$ cat config.mk
export PLATFORM = sky130hd
export DESIGN_NAME = mine_field_gen
export DESIGN_NICKNAME = d
export VERILOG_FILES = /design/src/rtl/mine_pkg.sv /design/src/rtl/lfsr16.sv /design/src/rtl/mine_field_gen.sv
export SDC_FILE = /design/constraint.sdc
export NUM_CORES = 1
export LEC_CHECK = 0
export BUFFER_PORTS_ARGS = -buffer_cell sky130_fd_sc_hd__buf_2
export CORE_UTILIZATION = 35
export DETAILED_ROUTE_END_ITERATION = 8
export PLACE_DENSITY_LB_ADDON = 0.05
export SLEW_MARGIN = 40
export SYNTH_ARGS = -nofsm -noshare
export SYNTH_HDL_FRONTEND = slang
export SYNTH_SLANG_ARGS = --single-unit
$ cat constraint.sdc
create_clock -name clk -period 10.4 [get_ports clk]
set_input_delay 0 -clock clk [delete_from_list [all_inputs] [get_ports clk]]
set_output_delay 0 -clock clk [all_outputs]
set_load 0.03 [all_outputs]
$ cat src/rtl/mine_pkg.sv
// ============================================================================
// mine_pkg
// Shared types, constants and the neighbour-count helper for the minefield
// generator.
// Revision: 1.0 - initial release
// ============================================================================
`default_nettype none

package mine_pkg;

  localparam int          GRID_N            = 8;
  localparam logic [15:0] DEFAULT_LFSR_SEED = 16'hACE1;

  typedef logic [3:0] cell_t;

  localparam cell_t CELL_BOMB = 4'd9;

  typedef enum logic [1:0] {IDLE, PLACE, COUNT, DONE} gen_state_t;

  // Number of mines among the 8-neighbourhood of cell idx = {x, y}. Cells
  // outside the board contribute nothing.
  function automatic cell_t neighbour_count(input logic [63:0] bm, input logic [5:0] idx);
    cell_t      n;
    int         nx;
    int         ny;
    logic [5:0] nidx;
    n = '0;
    for (int dx = -1; dx <= 1; dx++) begin
      for (int dy = -1; dy <= 1; dy++) begin
        nx   = int'(idx[5:3]) + dx;
        ny   = int'(idx[2:0]) + dy;
        nidx = {nx[2:0], ny[2:0]};
        if (!(dx == 0 && dy == 0) && nx >= 0 && nx < GRID_N &&
            ny >= 0 && ny < GRID_N && bm[nidx]) begin
          n = n + 4'd1;
        end
      end
    end
    return n;
  endfunction

endpackage

`default_nettype wire

$ cat src/rtl/lfsr16.sv
// ============================================================================
// lfsr16
// Free-running 16-bit Fibonacci LFSR, taps 16,14,13,11. Advances every clock
// once out of reset; holds SEED while reset is asserted.
// Revision: 1.0 - initial release
// ============================================================================
`default_nettype none

module lfsr16 #(
  parameter logic [15:0] SEED = mine_pkg::DEFAULT_LFSR_SEED
) (
  input  logic        clk,
  input  logic        reset,
  output logic [15:0] o_state
);

  logic [15:0] r_lfsr;
  logic        w_feedback;

  assign w_feedback = r_lfsr[15] ^ r_lfsr[13] ^ r_lfsr[12] ^ r_lfsr[10];

  // Shift left one bit per clock, feeding the tap XOR into bit 0.
  always_ff @(posedge clk or negedge reset) begin
    if (!reset) begin
      r_lfsr <= SEED;
    end else begin
      r_lfsr <= {r_lfsr[14:0], w_feedback};
    end
  end

  assign o_state = r_lfsr;

endmodule

`default_nettype wire

$ cat src/rtl/mine_field_gen.sv
// ============================================================================
// mine_field_gen
// Sequential 8x8 minefield generator: places `bombas` distinct mines at
// LFSR-chosen cells, then fills every cell with its neighbour-mine count
// (9 = mine) one cell per clock, and flags `ready` when the board is done.
// Optional feature macro: MINE_SAFE_FIRST_EN (keeps cell (safe_x,safe_y)
// free of mines).
// Revision: 1.0 - initial release
// ============================================================================
`default_nettype none

module mine_field_gen #(
  parameter logic [15:0] LFSR_SEED = mine_pkg::DEFAULT_LFSR_SEED,
  parameter int          GRID_N    = 8
) (
  input  logic         clk,
  input  logic         reset,
  input  logic         start,
  input  logic [3:0]   bombas,
  input  logic [2:0]   safe_x,
  input  logic [2:0]   safe_y,
  output logic [255:0] field,
  output logic         ready,
  output logic         busy
);

  import mine_pkg::gen_state_t;
  import mine_pkg::cell_t;
  import mine_pkg::CELL_BOMB;
  import mine_pkg::IDLE;
  import mine_pkg::PLACE;
  import mine_pkg::COUNT;
  import mine_pkg::DONE;
  import mine_pkg::neighbour_count;

  localparam logic [5:0] c_LAST_CELL = 6'(GRID_N * GRID_N - 1);

  gen_state_t   r_state;
  gen_state_t   w_state_nxt;
  logic [3:0]   r_target;
  logic [3:0]   r_placed;
  logic [63:0]  r_bitmap;
  logic [5:0]   r_ptr;
  logic [255:0] r_field;

  logic [15:0]  w_lfsr;
  logic [5:0]   w_cand;
  logic         w_safe_hit;
  logic         w_cand_ok;
  logic         w_accept;
  cell_t        w_cell;
  logic         w_unused_lfsr;

  lfsr16 #(
    .SEED (LFSR_SEED)
  ) u_lfsr (
    .clk     (clk),
    .reset   (reset),
    .o_state (w_lfsr)
  );

  assign w_cand        = w_lfsr[5:0];
  assign w_unused_lfsr = ^w_lfsr[15:6];

`ifdef MINE_SAFE_FIRST_EN
  logic [5:0] r_safe;

  // Capture the protected cell alongside the accepted start.
  always_ff @(posedge clk or negedge reset) begin
    if (!reset) begin
      r_safe <= '0;
    end else if (w_accept) begin
      r_safe <= {safe_x, safe_y};
    end
  end

  assign w_safe_hit = (w_cand == r_safe);
`else
  logic w_unused_safe;

  assign w_unused_safe = ^{safe_x, safe_y};
  assign w_safe_hit    = 1'b0;
`endif

  assign w_accept  = start && (r_state == IDLE || r_state == DONE);
  assign w_cand_ok = !r_bitmap[w_cand] && !w_safe_hit;
  assign w_cell    = r_bitmap[r_ptr] ? CELL_BOMB : neighbour_count(r_bitmap, r_ptr);

  // State register.
  always_ff @(posedge clk or negedge reset) begin
    if (!reset) begin
      r_state <= IDLE;
    end else begin
      r_state <= w_state_nxt;
    end
  end

  // Next-state: start only counts in IDLE/DONE; PLACE exits once the target
  // is reached, COUNT exits after the last cell.
  always_comb begin
    w_state_nxt = r_state;
    case (r_state)
      IDLE, DONE: if (start) w_state_nxt = PLACE;
      PLACE:      if (r_placed == r_target) w_state_nxt = COUNT;
      COUNT:      if (r_ptr == c_LAST_CELL) w_state_nxt = DONE;
      default:    w_state_nxt = IDLE;
    endcase
  end

  // Datapath: clear on accepted start, place mines, then write one cell code
  // per clock.
  always_ff @(posedge clk or negedge reset) begin
    if (!reset) begin
      r_target <= '0;
      r_placed <= '0;
      r_bitmap <= '0;
      r_ptr    <= '0;
      r_field  <= '0;
    end else begin
      case (r_state)
        IDLE, DONE: begin
          if (start) begin
            r_target <= bombas;
            r_placed <= '0;
            r_bitmap <= '0;
            r_ptr    <= '0;
            r_field  <= '0;
          end
        end
        PLACE: begin
          r_ptr <= '0;
          if (r_placed != r_target && w_cand_ok) begin
            r_bitmap[w_cand] <= 1'b1;
            r_placed         <= r_placed + 4'd1;
          end
        end
        COUNT: begin
          r_field[{r_ptr, 2'b00} +: 4] <= w_cell;
          r_ptr                        <= r_ptr + 6'd1;
        end
        default: ;
      endcase
    end
  end

  assign field = r_field;
  assign ready = (r_state == DONE);
  assign busy  = (r_state == PLACE) || (r_state == COUNT);

endmodule

`default_nettype wire

Word level (Yosys, flattened, before mapping):

Cells that the tools add are included.

* flip-flop bits (word level): 352
* bits in latches: 0
* bits in writable memories: 0
* memory bits (read-only): 0
* input port bits: 13
* output and inout port bits: 258
* logic and storage cells: 145
* memories: 0

* $add $sub $neg: 14
* multipliers: 0
* divide/modulo/power cells: 0
* order comparisons: 23
* eq/ne operators: 10
* shifts and indexed selects: 2
* multiplexer cells: 46
* bitwise logic cells: 4
* reduce and logical (&&, ||, !) cells: 39

Operators with widths (count)
* $pmux W256 S2: 1
* $bwmux W256: 1
* $mux W256: 1
* $shift A4 B10 Y256 const A: 1
* $shiftx A4 B10 Y256: 1
* $mux W64: 2
* $pmux W64 S2: 1
* $lt A6 B7 Y1 const B: 10
* $or A64 B64 Y64: 1
* $bmux W1 S6: 10
* $mux W4: 10
* $logic_and A1 B1 Y1: 29
* $add A4 B1 Y4 const B: 7
* $pmux W6 S3: 1
* $mux W1: 12
* $add A4 B1 Y5 const B: 2
* $ge A5 B1 Y1 const B: 2
* $lt A5 B5 Y1 const B: 2
* $neg A8 Y10: 1
* $add A3 B1 Y4 const B: 2
* $ge A4 B1 Y1 const B: 2
* $lt A3 B4 Y1 const B: 2
* $lt A4 B4 Y1 const B: 2
* $ne A2 B2 Y1 const B: 4
* 22 further kinds: 31

Logic depth before layout (Yosys ltp):

* word-level depth: 25
* gate-level depth with buffers: 35
* gate-level depth less buffers: 30

Modules after synthesis:

Synthesis repeated with hierarchy kept, for this count alone.

* cells, all modules: 1713
* area, all modules: 17872.1 um2

Modules (own cells, without submodules)
* mine_field_gen: times used 1, cells an instance 1694, area an instance 17435.5 um2, seq. area each 8408.1 um2
* lfsr16: times used 1, cells an instance 19, area an instance 436.7 um2, seq. area each 410.4 um2

Least setup slack after synthesis:

OpenSTA, ideal clock, no wires.

* path kind: register to register
* from: register r_ptr[1]
* to: register r_field[149], in the netlist field[149]
* library setup time: 0.083 ns
* arrival: 7.226 ns
* required time: 10.317 ns
* slack: 3.091 ns
* stages on the path, launching flop included: 34
* buffers on the path: 5
* clock period less this slack: 7.309 ns
* cell sequence: dfrtp_1 -> buf_2 -> buf_2 -> inv_1 -> ha_1 -> ha_1 -> clkbuf_1 -> clkbuf_1 -> mux4_2 -> mux4_2 -> nand2_1 -> o211ai_1 -> o2111a_1 -> inv_1 -> ha_1 -> inv_1 -> nand3_1 -> nand2_1 -> ha_1 -> and2_1 -> or3_1 -> mux2_2 -> ha_1 -> mux2i_1 -> a22oi_1 -> a21oi_1 -> a221oi_2 -> inv_1 -> ha_1 -> nor2_1 -> a211o_1 -> clkbuf_1 -> nand2b_1 -> o21ai_0

* longest elaborated chain between the ends: 24
* elaborated cells on any way between the ends: 71
* classes of those cells: add/sub: 10; order compare: 6; shift: 2; mux: 29; reduce/logical: 24

RTL lines
* start: declaration: line mine_field_gen.sv:43 `logic [5:0] r_ptr;`
* start signal: assignment: line mine_field_gen.sv:139 `r_ptr <= r_ptr + 6'd1;`
* branches (longest 22 deep; another with $add A4 B1 Y5)
* $bwmux W256 *: line mine_field_gen.sv:138 `r_field[{r_ptr, 2'b00} +: 4] <= w_cell;`
* $pmux W256 S2 *: line mine_field_gen.sv:120 `case (r_state)`
* end signal: indexed assignment: line mine_field_gen.sv:138
* end: declaration: line mine_field_gen.sv:44 `logic [255:0] r_field;`

Mark *: on every way between the ends. The select of a mux whose other input is x is not followed.
A chain may end at the register's enable or synchronous reset.

Worst setup path after layout:

* from: register r_ptr[0]
* to: register r_field[205], in the netlist field[205]

Same word-level chain as after synthesis.

==> run_results.csv <==
group,metric,value,unit
outcome,status,"finished, final reports clean",
worst_setup_path,critical_path.slowest_cell,"ha_1",
timing,hold_viol,0,
worst_hold_path,hp-class,"in -> reg",
finish,final_common_cell,"dfrtp_1",
worst_setup_path,cp_max_fo,43,
worst_hold_path,hold_start,"bombas[0]",
timing,fin_skew,0.0168,ns
synth,synth-edff-count,0,
timing,grt_setup_unrepaired,"no",
worst_setup_path,r2r_cells,29,
power_and_ir_drop,p_total,0.00401,W
worst_setup_path,r2r-end,"field[205]",
grt,grt_pass1_wl,90800,um
clock_tree,clk_latency,0.57,ns
flow_run,cap_viol_max_count,0,
worst_setup_path,worst-path-buf-inv,4,
power_and_ir_drop,p_leak,9.79,nW
worst_setup_path,path_class,"reg -> reg",
timing,relSlewSlack,0.436,
finish,fillers,5065,
power_and_ir_drop,vdd_ir_drop_max,200,uV
place,dp_cells,2590,
place,dp_hpwl,40100,um
synth,synth_top_cells_by_area,"dfrtp_1, nand3_1, mux4_2",
worst_setup_path,start_kind,"register",
floorplan,die_w,228,um
worst_setup_path,path_delay_family,"adder cells",
detailed_routing,wire_per_inst,21.6,um
clock_tree,clock-root-buffer,"clkbuf_16",
floorplan,rows,82,
worst_setup_path,cp_num_cells,29,
worst_setup_path,worst-endpoint-required,10.89,ns
place,port_buffers,264,
worst_hold_path,hold_path_end,"r_target[0]",
synth,yosys_warnings,0,
power_and_ir_drop,p_per_area,187,nW/um^2
detailed_routing,drc,0,
finish,final_cell_mix,"dfrtp_1, nand3_1, buf_2",
clock_tree,cts_tree,"built",
detailed_routing,vias,14458,
synth,synth_top_area_share,0.481,
timing,fin_crit_sh,0.780,
grt,grt_max_degree,119,
worst_setup_path,reg2reg_from,"r_ptr[0]",
floorplan,start_util,0.356,
floorplan,io_pins,271,
detailed_routing,drt_first_pass_iters,5,
worst_setup_path,reg2reg_setup_slack,2.29,ns
worst_setup_path,path_common_cell,"ha_1",
finish,drive_above_1_share,0.250,
clock_tree,clock_sinks,352,
grt,grt_overflow_total,0,
finish,antenna_cells,0,
grt,grt_antenna_before_repair,0,
timing,final-max-slew-violation-count,0,
clock_tree,numCtsBuffers,43,
finish,final_cells,2676,
synth,synth_fp_nets,1780,
finish,area_delta_synth_final,19.3,%
worst_hold_path,whs_path_depth,3,
clock_tree,clk_path_buf_depth,3,
synth,synthArstFlopShare,1.00,
clock_tree,post_cts_resized,0,
floorplan,die_h,228,um
detailed_routing,antenna_left,0,
synth,ys_seq_elements,352,
clock_tree,clk_pin_slew,0.06,ns
synth,yosys.area.top_type,"dfrtp_1",
synth,avgSynthCellArea,10.3,um^2
timing,timing.hold.ws,0.220,ns
grt,grtUsageTotal,0.222,
synth,synthFlopType,"dfrtp_1",
place,globalplace.congestion,0.854,
floorplan,dieArea,52100,um^2
place,pre_cts_slack,2.26,ns
worst_setup_path,cp-end-kind,"register",
detailed_routing,routed_wl,57900,um
worst_setup_path,slowest_delay,0.60,ns
timing,setup-violations-final,0,
timing,worstMarginPinSlew,0.840,ns
clock_tree,h-tree-depth,2,
floorplan,core,50400,um^2
timing,max_freq,123,MHz
synth,synth.distinct_cells,81,
grt,grt_pass1_vias,14605,
synth,ys_seq_area_frac,0.492,
finish,fin_nets,2007,
detailed_routing,vias_per_cell,5.40,
timing,worst_slack,2.29,ns
detailed_routing,drt_iter0_drc,871,
synth,netlist_area,17900,um^2
synth,synth_cells,1745,
worst_setup_path,arrival,8.60,ns
timing,final.setup.tns,0,ns
timing,fin_crit,8.11,ns
## worst min-delay path: stages
cell and delay (ns):
dlygate4sd3_1 0.53, buf_2 0.09, mux2_2 0.13
## flip-flops by register name, indices dropped and copies added, names as in the netlist
register	count
r_target	4
r_bitmap	64
u_lfsr.o_state	16
r_state	2
r_placed	4
r_ptr	6
field	256
## cell families after synthesis
family / synth area share
simple gates: 0.175
compound gates: 0.135
flops: 0.492
mux: 0.124
buf+inv: 0.0399
xor+xnor: 0.0179
fa+ha+maj: 0.0154
## final cells by class
type,instances,area [um^2],area share
multi-input combinational,1256,8470,0.396
tap,672,841,0.0393
clock inverter,10,169,0.00790
sequential,352,8820,0.413
clock buffer,67,1320,0.0616
inverter,24,90.1,0.00421
timing repair buffer,295,1670,0.0780
## routing by layer
metal,routed length (um),vias up,global-route usage
met3,2260,86,0.0353
met4,1420,0,0.0621
met1,26500,7265,0.303
met5,0,-,0
li1,-,6777,-
met2,27700,330,0.366
## metrics by stage
step                utilization  instance area [um^2]
finish                    0.424                 21400
CTS                       0.423                 21300
global route              0.424                 21400
global placement          0.390                 19700
floorplan                     -                 17900
detailed placement        0.392                 19700
## worst max path at each step
stage	slack, ns	to	from
2_1_floorplan	3.09	field[149]	r_ptr[1]
3_3_place_gp	1.96	field[13]	r_ptr[1]
3_5_place_dp	2.26	field[205]	r_ptr[0]
4_1_cts	2.25	field[202]	r_ptr[0]
5_1_grt	1.68	field[178]	r_ptr[1]
6_report	2.29	field[205]	r_ptr[0]
## synth_stat cells (all sizes together) (3+ instances only)
cell / number
dfrtp: 344
nand3: 277
o21ai: 238
nand2: 156
nor2: 139
mux2i: 68
mux4: 57
clkbuf: 55
a21oi: 53
buf: 45
nand2b: 26
inv: 23
nor3: 23
ha: 22
mux2: 17
o21a: 17
and2: 16
xnor2: 15
a31oi: 14
xor2: 14
dlygate4sd1: 13
a22oi: 12
dfstp: 8
and3: 7
o22ai: 7
o31ai: 7
a221oi: 6
nand4: 6
nor2b: 6
a22o: 4
or2: 4
a211oi: 3
a21o: 3
a32o: 3
o211ai: 3
or3: 3
## timing repair
action,in CTS,in global routing
buffers inserted,0,0
hold buffers,6,1
endpoints found under the hold margin,108,26
## report_power, final
part | total, W | internal [W] | switching, W
logic | 0.00102 | 0.000245 | 0.000779
registers | 0.00142 | 0.00140 | 0.0000234
clock network | 0.00156 | 0.000968 | 0.000596
total | 0.00401 | 0.00261 | 0.00140
(Power assumes the default switching activity.)
